`src/rtl/lut_voice_sched_pkg.sv`:
```
// Shared types for the LUT voice scheduler.
// State encoding and index-width helper.
package lut_voice_sched_pkg;

  typedef enum logic [1:0] {
    S_IDLE,
    S_READ,
    S_DRAIN,
    S_DONE
  } state_t;

  function automatic int idx_w(input int n);
    return (n > 1) ? $clog2(n) : 1;
  endfunction

endpackage

```
`src/rtl/lut_voice_sched.sv`:
```
// Time-multiplexes one LUT read port across NV voices
// and gates table writes to the gaps between rounds.
module lut_voice_sched
  import lut_voice_sched_pkg::*;
#(
  parameter int NV    = 4,
  parameter int WW    = 12,
  parameter int DEPTH = 128,
  localparam int AW   = $clog2(DEPTH)
) (
  input  logic           clk,
  input  logic           rst_n,
  input  logic           samp_tick,
  input  logic [NV*AW-1:0] ph_addr,
  input  logic           prog_valid,
  input  logic [AW-1:0]  prog_addr,
  input  logic [WW-1:0]  prog_data,
  output logic           prog_ready,
  output logic           lut_re,
  output logic [AW-1:0]  lut_ra,
  output logic           lut_we,
  output logic [AW-1:0]  lut_wa,
  output logic [WW-1:0]  lut_wd,
  input  logic [WW-1:0]  lut_rd,
  output logic [NV*WW-1:0] voice_data,
  output logic           voice_valid,
  output logic           busy,
  output logic           overrun
);

  localparam int IW = idx_w(NV);
  localparam logic [IW-1:0] LAST = IW'(NV - 1);

  state_t          st, st_n;
  logic [IW-1:0]   idx, idx_n;
  logic [IW-1:0]   cap_idx;
  logic            cap_en;
  logic            snap_ld;
  logic [AW-1:0]   snap [NV];
  logic [NV*WW-1:0] vd;

  // Next-state and per-state outputs.
  always_comb begin
    st_n        = st;
    idx_n       = idx;
    snap_ld     = 1'b0;
    lut_re      = 1'b0;
    busy        = 1'b0;
    prog_ready  = 1'b0;
    voice_valid = 1'b0;
    unique case (st)
      S_IDLE, S_DONE: begin
        prog_ready  = 1'b1;
        voice_valid = (st == S_DONE);
        if (samp_tick) begin
          snap_ld = 1'b1;
          idx_n   = '0;
          st_n    = S_READ;
        end else begin
          st_n = S_IDLE;
        end
      end
      S_READ: begin
        busy   = 1'b1;
        lut_re = 1'b1;
        if (idx == LAST) st_n = S_DRAIN;
        else idx_n = idx + 1'b1;
      end
      S_DRAIN: begin
        busy = 1'b1;
        st_n = S_DONE;
      end
      default: st_n = S_IDLE;
    endcase
  end

  // State and issue index registers.
  always_ff @(posedge clk) begin
    if (!rst_n) begin
      st  <= S_IDLE;
      idx <= '0;
    end else begin
      st  <= st_n;
      idx <= idx_n;
    end
  end

  // Capture pipeline trails the issue index by one cycle.
  always_ff @(posedge clk) begin
    if (!rst_n) begin
      cap_en  <= 1'b0;
      cap_idx <= '0;
    end else begin
      cap_en  <= lut_re;
      cap_idx <= idx;
    end
  end

  // Land each returned word in its voice slot.
  always_ff @(posedge clk) begin
    if (!rst_n) vd <= '0;
    else if (cap_en) vd[cap_idx*WW +: WW] <= lut_rd;
  end

  // Freeze all phases at round start.
  always_ff @(posedge clk) begin
    if (!rst_n) begin
      for (int i = 0; i < NV; i++) snap[i] <= '0;
    end else if (snap_ld) begin
      for (int i = 0; i < NV; i++) snap[i] <= ph_addr[i*AW +: AW];
    end
  end

  // Sticky flag for ticks that land mid-round.
  always_ff @(posedge clk) begin
    if (!rst_n) overrun <= 1'b0;
    else if (samp_tick && busy) overrun <= 1'b1;
  end

  assign lut_ra     = snap[idx];
  assign lut_we     = prog_valid & prog_ready;
  assign lut_wa     = prog_addr;
  assign lut_wd     = prog_data;
  assign voice_data = vd;

endmodule

```
`config.mk`:
```
export PLATFORM = sky130hd
export DESIGN_NAME = lut_voice_sched
export DESIGN_NICKNAME = d
export VERILOG_FILES = /design/src/rtl/lut_voice_sched_pkg.sv /design/src/rtl/lut_voice_sched.sv
export SDC_FILE = /design/constraint.sdc
export NUM_CORES = 1
export LEC_CHECK = 0
export ABC_AREA = 1
export CORE_MARGIN = 2
export CORE_UTILIZATION = 45
export DETAILED_ROUTE_END_ITERATION = 8
export PLACE_DENSITY = 0.79
export SLEW_MARGIN = 10
export SYNTH_ARGS = -nofsm -noshare
export SYNTH_HDL_FRONTEND = slang
export SYNTH_SLANG_ARGS = --single-unit
```
`constraint.sdc`:
```
create_clock -name clk -period 2.6 [get_ports clk]
set_clock_uncertainty 0.1 [all_clocks]
set_input_delay 0.52 -clock clk [delete_from_list [all_inputs] [get_ports clk]]
set_output_delay 0.52 -clock clk [all_outputs]
set_load 0.005 [all_outputs]
```
==> results.md, run 1 <==
- Tcrit/Tclk final: 0.950
- Post-synth top flop: dfxtp_1
- Num CTS Buffers: 9
- Mapped Cells: between 500 and 600
- RSZ-0062 raised after global routing: no
- Num rows: 35
- Fin area: between 5000 and 6000 um^2
- Clock sinks: 86
- Avg Synthesized Cell Area: a little under 8 um^2
- Layout cells sized above 1: 0.0692
- Vias per cell: 5.29
- Syn_nets: about 620
- Relative slew margins: 0.390
- Chip Width: between 100 and 150 um
- Clk buf depth: 2
- # IOs: roughly 140
- Ys async rst share: 0
- Netlist Area Pre-Place: roughly 4200 um^2
- Die Area: 10200 um^2
- Maximum VDD drop: around 0.31 mV
- First-pass GRT wire length: about 18 mm
- Vias: between 3000 and 4000
- Post-synthesis mux area share: 0
- # setup viols final: 0
- Total of max-cap violations: 0
- Adder-cell area share of the yosys netlist: 0.0296
- CP arrival: between 1.5 and 2 ns
- Combinational share of power: 0.336
- Hold WC Path Type: reg2reg
- Largest net degree at the start of global routing: 29
- Sequential Power Share: 0.447
- Initial antenna violation count: 0
- H-tree depth: 3
- Number of global-route vias before repair: roughly 3800
- Pwr/cell area: roughly 700 nW/um^2
- CTS tree: yes
- Total gr overflow: 0
- Crit-path max cell delay: roughly 0.52 ns
- Drt first-iter violations: 219
- DIE HEIGHT: roughly 100 um
- Min Clock Period, post-route: about 2.5 ns
- Switching Power: around 1300 uW
- Skew-Pair Late Insertion Delay: about 0.35 ns
- Most common cell after layout, fill and taps aside: nand2_1
- Crit-path most repeated cell: inv_1
- Max FO, Critical Path: 6
- Synth Register Bits: between 80 and 90
- RD Place Congestion: 0.877
- Core area: 9200 um^2
- Main combinational cell family by area after synthesis: simple AND/OR/NAND/NOR gates
- Sw Share: 0.343
- Critical Path Sink Type: primary output
- Number of library cell types mapped by synthesis: 29
- WL/cell: between 15 and 20 um
- Placement Cell Area: between 5000 and 6000 um^2
- Detailed Route WL: about 11 mm
- F_max: just over 0.4 GHz
- Area growth, synth to finish: 28.3%
- Register area share after synthesis: 0.474
- Synth area leaders: dfxtp_1 27%, edfxtp_1 20%, nand2_1 11%
- # diodes: 0
- Remaining DRCs: 0
- PortBufs: about 100
- Slowest stage cell on the critical path: clkdlybuf4s50_1
- P_int: 2540 uW
- CTS clk-pin slew, worst paths: 0.08 ns
- ANT nets after route: 0
- Post-Synth XOR/XNOR Area: 0.00414
- Dpl hpwl: between 8 and 9 mm
- Setup TNS: 0 ns
- Crit path cell chain: inv_1 -> ha_1 -> inv_1 -> clkdlybuf4s50_1
- Compound-cell area share of the yosys netlist: 0.118
- Final net count: about 700
- Synth area leader: dfxtp_1
- # Post-CTS Setup Buffers: 0
- LEAKAGE: roughly 0.0022 uW
- Most frequent cells in the layout: 122 x nand2_1, 104 x clkdlybuf4s50_1, 66 x nand3_1, 59 x nor2_1, 57 x dfxtp_1
- Crit Path Category: reg2out
- EDFF count, synth: 28
- Slew @ Worst Pin: 0.908 ns
- Simple-gate portion of the synthesized area: 0.273
- Synth warn: 0
- Status: finished, final reports clean
- Starting Density: 0.460
- Root Driver: clkbuf_8
- Fin. Hold Viols: 0
- Top cell type's share of synthesized area: 0.275
- Critical Path RT: 1.98 ns
- CP startpoint kind: register
- Drt pass-1 iters: 5
- GRT Total Usage: 0.218
- Clock network power share: 0.217
- Final Max Slew Viols: 0
==> metal layers <==
metal	track usage	up-vias	share of wire
met3	0.0562	30	0.070
met2	0.357	169	0.47
met1	0.279	1787	0.44
met4	0.0800	0	0.024
li1	-	1966	-
met5	0	-	0
==> area by class of cell <==
type | instances | area, um^2
fill | 848 | 3770
sequential | 86 | 2000
multi-input combinational | 372 | 1800
timing repair buffer | 113 | 1120
inverter | 48 | 184
tap | 111 | 139
clock buffer | 9 | 124
clock inverter | 7 | 50.0
timing repair inverter | 1 | 7.51
==> final timing paths <==
kind,slack [ns],start,to,depth (start not counted)
setup / recovery,0.13,st[0]$_SDFFE_PN0P_,busy,4
hold / removal,0.37,voice_data[43]$_SDFFE_PN0P_,voice_data[43]$_SDFFE_PN0P_,2
setup reg to reg,0.43,cap_idx[1]$_SDFF_PN0_,voice_data[27]$_SDFFE_PN0P_,6
hold reg to reg,0.37,voice_data[43]$_SDFFE_PN0P_,voice_data[43]$_SDFFE_PN0P_,2
==> state kept, by name, summed over array words and instances, names as in the netlist, named ones only <==
signal and cells:
idx 2, snap 28, voice_data 48, st 2, overrun 1, cap_idx 2, cap_en 1
==> stage by stage <==
stage                     total power, uW  setup slack [ns]   util  hold slack [ns]  cells
final                                3860             0.130  0.590            0.366    747
after global routing                 4120            0.0252  0.590            0.394    747
after CTS                            3870            0.0709  0.588            0.370    746
after detailed placement             3040             0.414  0.570            0.356    730
after global placement               3000             0.414  0.570            0.356    730
after floorplan                      2510             0.524      -            0.326    548
==> cell families (layout without fill, tap and decap cells) <==
family / after synthesis / in the layout
AO/OA/AOI/OAI: 94 / 94
flip-flops: 86 / 86
adder cells (fa/ha/maj): 10 / 10
AND/OR/NAND/NOR: 266 / 266
XOR/XNOR: 2 / 2
buffers and inverters: 90 / 178
==> worst max-delay path: cells and delay by family, from the launching register on <==
family                   cells  cell delay (ns)
adder cells (fa/ha/maj)      1             0.37
buffers and inverters        3             0.75
flip-flops                   1             0.39
==> repair_timing <==
| action | in CTS | in global routing |
|---|---|---|
| gates resized for setup | 0 | 3 |
| hold buffers | 0 | 0 |
| endpoints found under the setup margin | 0 | 1 |
==> power groups by stage <==
| stage | Combinational [uW] | Sequential, uW | Clock, uW |
|---|---|---|---|
| after floorplan | 779 | 1730 | 0 |
| after global placement | 1260 | 1740 | 0 |
| after detailed placement | 1290 | 1750 | 0 |
| after CTS | 1290 | 1720 | 862 |
| after global routing | 1440 | 1750 | 928 |
| final | 1300 | 1730 | 837 |
==> synth_stat cells (2+ instances only) <==
| cell type | n |
|---|---|
| a21oi_1 | 51 |
| inv_2 | 5 |
| buf_2 | 7 |
| nor2_1 | 59 |
| buf_4 | 20 |
| o22ai_1 | 7 |
| o21ai_0 | 28 |
| nor2_2 | 2 |
| ha_1 | 10 |
| edfxtp_1 | 28 |
| nand2_1 | 122 |
| o21a_1 | 2 |
| clkbuf_1 | 14 |
| dfxtp_1 | 58 |
| nor2_4 | 2 |
| nand4_1 | 9 |
| nand3_1 | 66 |
| inv_1 | 43 |
| a21oi_2 | 2 |
| nor3_2 | 2 |
| a31oi_1 | 3 |
(Power assumes the default switching activity.)
==> run 2, diff against run 1 <==
--- a/config.mk
+++ b/config.mk
@@ -9,6 +9,7 @@
 export CORE_MARGIN = 2
 export CORE_UTILIZATION = 45
 export DETAILED_ROUTE_END_ITERATION = 8
+export MAX_ROUTING_LAYER = met4
 export PLACE_DENSITY = 0.79
 export SLEW_MARGIN = 10
 export SYNTH_ARGS = -nofsm -noshare
==> constraint.sdc (replaced) <==
create_clock -name clk -period 2.9 [get_ports clk]
set_clock_uncertainty 0.1 [all_clocks]
set_input_delay 0.58 -clock clk [delete_from_list [all_inputs] [get_ports clk]]
set_output_delay 0.58 -clock clk [all_outputs]
set_load 0.005 [all_outputs]
==> run 2 against run 1 <==
Compared with the run above: sequential power fell by 9.8%; critical path type unchanged; combinational power down 12%; clock power is 18% higher; largest power group unchanged; highest routed layer unchanged; largest cell class unchanged; via count decreased by 0.23%.
==> results.md, run 2 (synthesis gave the netlist of run 1 again) <==
- Status: finished, final reports clean
- Chip Width: approximately 100 um
- Post-cts sizing count: 0
- First-pass GRT wire length: 18.2 mm
- # diodes: 0
- Non-filler cells, final: between 700 and 800
- Crit-path max cell delay: 0.53 ns
- RD Place Congestion: ~0.88
- Vias per cell: about 5.3
- Cts hold-fix bufs: 0
- Combinational share of power: 0.310
- Power Total: ~3700 uW
- Starting Density: 0.460
- Slowest stage cell on the critical path: clkdlybuf4s50_1
- Clk buf depth: 2
- DIE HEIGHT: between 100 and 150 um
- Die Area: between 10000 and 15000 um^2
- Crit path cell chain: inv_1 -> o21ai_0 -> o22ai_1 -> clkdlybuf4s50_1
- Fin. Hold Viols: 0
- Relative slew margins: 0.343
- GRT Total Usage: 0.231
- P_int: around 2500 uW
- CP arrival: around 1.9 ns
- Critical Path Sink Type: primary output
- Num rows: 35
- Switching Power: 1230 uW
- CP startpoint kind: register
- Drt pass-1 iters: 5
- Layout cells sized above 1: 0.0602
- # IOs: about 140
- PortBufs: roughly 100
- Sequential Power Share: 0.422
- Post-layout util: 0.591
- Critical Path RT: around 2.2 ns
- Maximum VDD drop: between 0.2 and 0.3 mV
- # Post-CTS Setup Buffers: 0
- CTS tree: yes
- Final Max Slew Viols: 0
- Initial antenna violation count: 0
- RSZ-0062 raised after global routing: no
- Placed cells: a little over 700
- Max FO, Critical Path: 15
- Core area: ~9000 um^2
- Dpl hpwl: 8.25 mm
- Largest net degree at the start of global routing: 46
- WL/cell: 15.2 um
- Most common cell after layout, fill and taps aside: nand2_1
- Area growth, synth to finish: 28.6%
- Sw Share: 0.333
- Number of global-route vias before repair: approximately 3800
- Total of max-cap violations: 0
- Clock sinks: 86
- Slew @ Worst Pin: roughly 1 ns
- Drt first-iter violations: between 200 and 250
- Remaining DRCs: 0
- # setup viols final: 0
- Clock network power share: 0.268
- H-tree depth: 3
- LEAKAGE: between 0.002 and 0.0025 uW
- Number of flip-flops in the largest register: 48
- F_max: ~0.39 GHz
- Min Clock Period, post-route: between 2 and 3 ns
- Num CTS Buffers: 9
- Skew-Pair Late Insertion Delay: between 0.3 and 0.4 ns
- Most frequent cells in the layout: 122 x nand2_1, 104 x clkdlybuf4s50_1, 66 x nand3_1, 59 x nor2_1, 57 x dfxtp_1
- ANT nets after route: 0
- Total gr overflow: 0
- Final net count: between 600 and 700
- Pwr/cell area: 678 nW/um^2
- Detailed Route WL: ~11 mm
- Setup TNS: 0 ns
- Hold WC Path Type: reg2reg
- CTS clk-pin slew, worst paths: approximately 0.10 ns
- Crit Path Category: reg2out
- Tcrit/Tclk final: 0.890
- Vias: 3943
- Root Driver: clkbuf_8
run 2: layer usage:
| layer | part of all wire | routed length [um] | vias to the layer above | track usage |
|---|---|---|---|---|
| li1 | - | - | 1947 | - |
| met1 | 0.44 | 4950 | 1779 | 0.285 |
| met2 | 0.45 | 5100 | 183 | 0.366 |
| met3 | 0.078 | 884 | 34 | 0.0520 |
| met4 | 0.029 | 328 | 0 | 0.0946 |
| met5 | 0 | 0 | - | - |
run 2: worst paths after layout:
kind | from | to | cells past startpoint | slack (ns)
setup reg to reg | cap_idx[0]$_SDFF_PN0_ | voice_data[24]$_SDFFE_PN0P_ | 6 | 0.52
setup / recovery | register | lut_ra[1] | 4 | 0.32
hold / removal | voice_data[1]$_SDFFE_PN0P_ | voice_data[1]$_SDFFE_PN0P_ | 2 | 0.37
hold reg to reg | voice_data[1]$_SDFFE_PN0P_ | voice_data[1]$_SDFFE_PN0P_ | 2 | 0.37
run 2: final cells by class:
type	instances	area [um^2]
repair buffers	109	1080
well taps	111	139
flip-flops and latches	86	2000
clock inverters	7	115
clock buffers	9	124
multi-input cells	372	1800
inverters	48	180
fillers	806	3760
run 2: metrics by stage:
stage / instance area [um^2] / hold WS [ns] / setup slack [ns]
after floorplan: 4230 / 0.326 / 0.824
after global placement: 5190 / 0.352 / 0.575
after detailed placement: 5190 / 0.358 / 0.524
after CTS: 5430 / 0.374 / 0.122
after global routing: 5440 / 0.391 / 0.172
final: 5440 / 0.371 / 0.318
run 2: worst max-delay path, delay by kind of cell, from the launching register on:
family                 cells  cell delay, ns
buffers and inverters      2            0.84
AOI/OAI and AO/OA          2            0.30
DFF                        1            0.41
run 2: power by group through the flow:
stage / Clock [uW] / Sequential, uW / Combinational (uW)
floorplan: 0 / 1550 / 698
global placement: 0 / 1570 / 1110
detailed placement: 0 / 1580 / 1130
CTS: 1000 / 1560 / 1130
global route: 1060 / 1580 / 1270
finish: 986 / 1560 / 1140
==> variant, RTL diff (config.mk and constraints of run 2) <==
Change the parameter `WW` from 12 to 14.
--- a/src/rtl/lut_voice_sched.sv
+++ b/src/rtl/lut_voice_sched.sv
@@ -4,7 +4,7 @@
   import lut_voice_sched_pkg::*;
 #(
   parameter int NV    = 4,
-  parameter int WW    = 12,
+  parameter int WW    = 14,
   parameter int DEPTH = 128,
   localparam int AW   = $clog2(DEPTH)
 ) (
Interface: changed (resized lut_rd, lut_wd, prog_data and voice_data); port bits go from 143 to 157. No check against the original RTL was run, so the function may have changed too.
==> variant against run 2 <==
  * Sequential cell count up 8
  * Routed wire length is 38% higher
  * First-iteration DRC count rose to 2.9 times the old value
  * Die area is 21% higher
  * Combinational power up 54%
  * Total power is 25% higher
  * Sequential share of layout area fell by 4.0 points
  * Cell area rose by 21%
  * Largest power group is now combinational cells
  * Area after synthesis up 22%
  * Worst setup slack got worse by 0.11 ns
  * Hold slack worse by 0.0047 ns
  * Highest routed layer unchanged
  * Non-clock buffer count up 26
==> variant: results (changes against run 2) <==
Status = complete, no violations (unchanged)
PortBufs = 114 (was 104)
GRT Resource Usage Total = 25.8% (was 23.1%)
Number of global-route vias before repair = 4,855 (was 3,823)
Cell Area, Placed = 0.00629 mm^2 (was 0.00519 mm^2)
Worst r2r src = cap_idx[1] (was cap_idx[0])
Wire per inst = 16.1 um (was 15.2 um)
DRT iter0 DRCs = 606 (was 212)
Seq/Total Area, Yosys = 41.9% (was 47.4%)
Largest net degree at the start of global routing = 32 (was 46)
CTS Root Buffer Type = clkbuf_16 (was clkbuf_8)
Routability cong. = 1.01 (was 0.884)
Global-route wire length before repair = 24,800 um (was 18,200 um)
DP HPWL = 11,200 um (was 8250 um)
Share of cells above drive strength 1 = 6.32% (was 6.02%)
Top area cells in the synthesized netlist = dfxtp_1, edfxtp_1, nand2_1 (unchanged)
Hold_sp = voice_data[14] (was voice_data[1])
Vias per cell = 5.47 (was 5.31)
Post-synthesis average cell area = 7.03 um^2 (was 7.71 um^2)
Mapped Nets = 811 (was 621)
Slew @ Worst Pin = 0.616 ns (was 0.978 ns)
Place WS = 0.462 ns (was 0.524 ns)
DR vias = 5,282 (was 3,943)
Nets = 895 (was 699)
Max reg flops = 56 (was 48)
Arrival @ worst endpoint = 2.02 ns (was 1.90 ns)
Placed cell count = 950 (was 726)
Yosys cell types = 30 (was 29)
Most instantiated cells after synthesis = nand2_1, nand3_1, nor2_1 (unchanged)
## variant: cells by family after synthesis
kind of cell | Yosys count | synth area share, %
simple gates | 375 | 30.9
compound gates | 129 | 13.3
buf+inv | 125 | 11.3
flops | 94 | 41.9
fa+ha+maj | 10 | 2.43
xor+xnor | 1 | 0.170
## variant: worst paths after layout
| kind | cells after the start | endpoint | slack, ns |
|---|---|---|---|
| worst max-delay path | 4 | lut_ra[1] | 0.20 |
| worst min-delay path | 2 | voice_data[14] | 0.37 |
| worst max register to register | 11 | voice_data[9] | 0.37 |
| worst min register to register | 2 | voice_data[14] | 0.37 |
## variant: layout make-up
class | instances | area [um^2]
clock inverter | 7 | 65.1
multi-input combinational | 515 | 2410
inverter | 63 | 236
timing repair buffer | 135 | 1300
clock buffer | 9 | 225
sequential | 94 | 2160
tap | 143 | 179
fill | 1021 | 4740
## variant: metrics by stage
stage,util [%],hold slack [ns],total power [mW]
CTS,58.1,0.369,4.59
detailed placement,55.6,0.349,3.43
finish,58.1,0.367,4.60
floorplan,-,0.328,2.77
global route,58.1,0.391,4.87
global placement,55.6,0.347,3.42
## variant: where the power goes
part | switching [mW] | internal [mW] | leakage (nW)
combinational | 1.08 | 0.674 | 1.78
clock | 0.555 | 0.603 | 0.134
sequential | 0.104 | 1.58 | 0.836
total | 1.74 | 2.86 | 2.75
## variant: tightest hold or removal path: stages (launching register included)
cell     delay, ns
dfxtp_1       0.31
nand2_1       0.06
a21oi_1       0.05
## variant: per-layer routing
layer | up-vias | global-route usage, % | share of wire (%)
li1 | 2583 | - | -
met1 | 2396 | 34.2 | 44
met2 | 268 | 40.2 | 45
met3 | 35 | 4.65 | 8.0
met4 | 0 | 9.05 | 2.8
met5 | - | - | 0
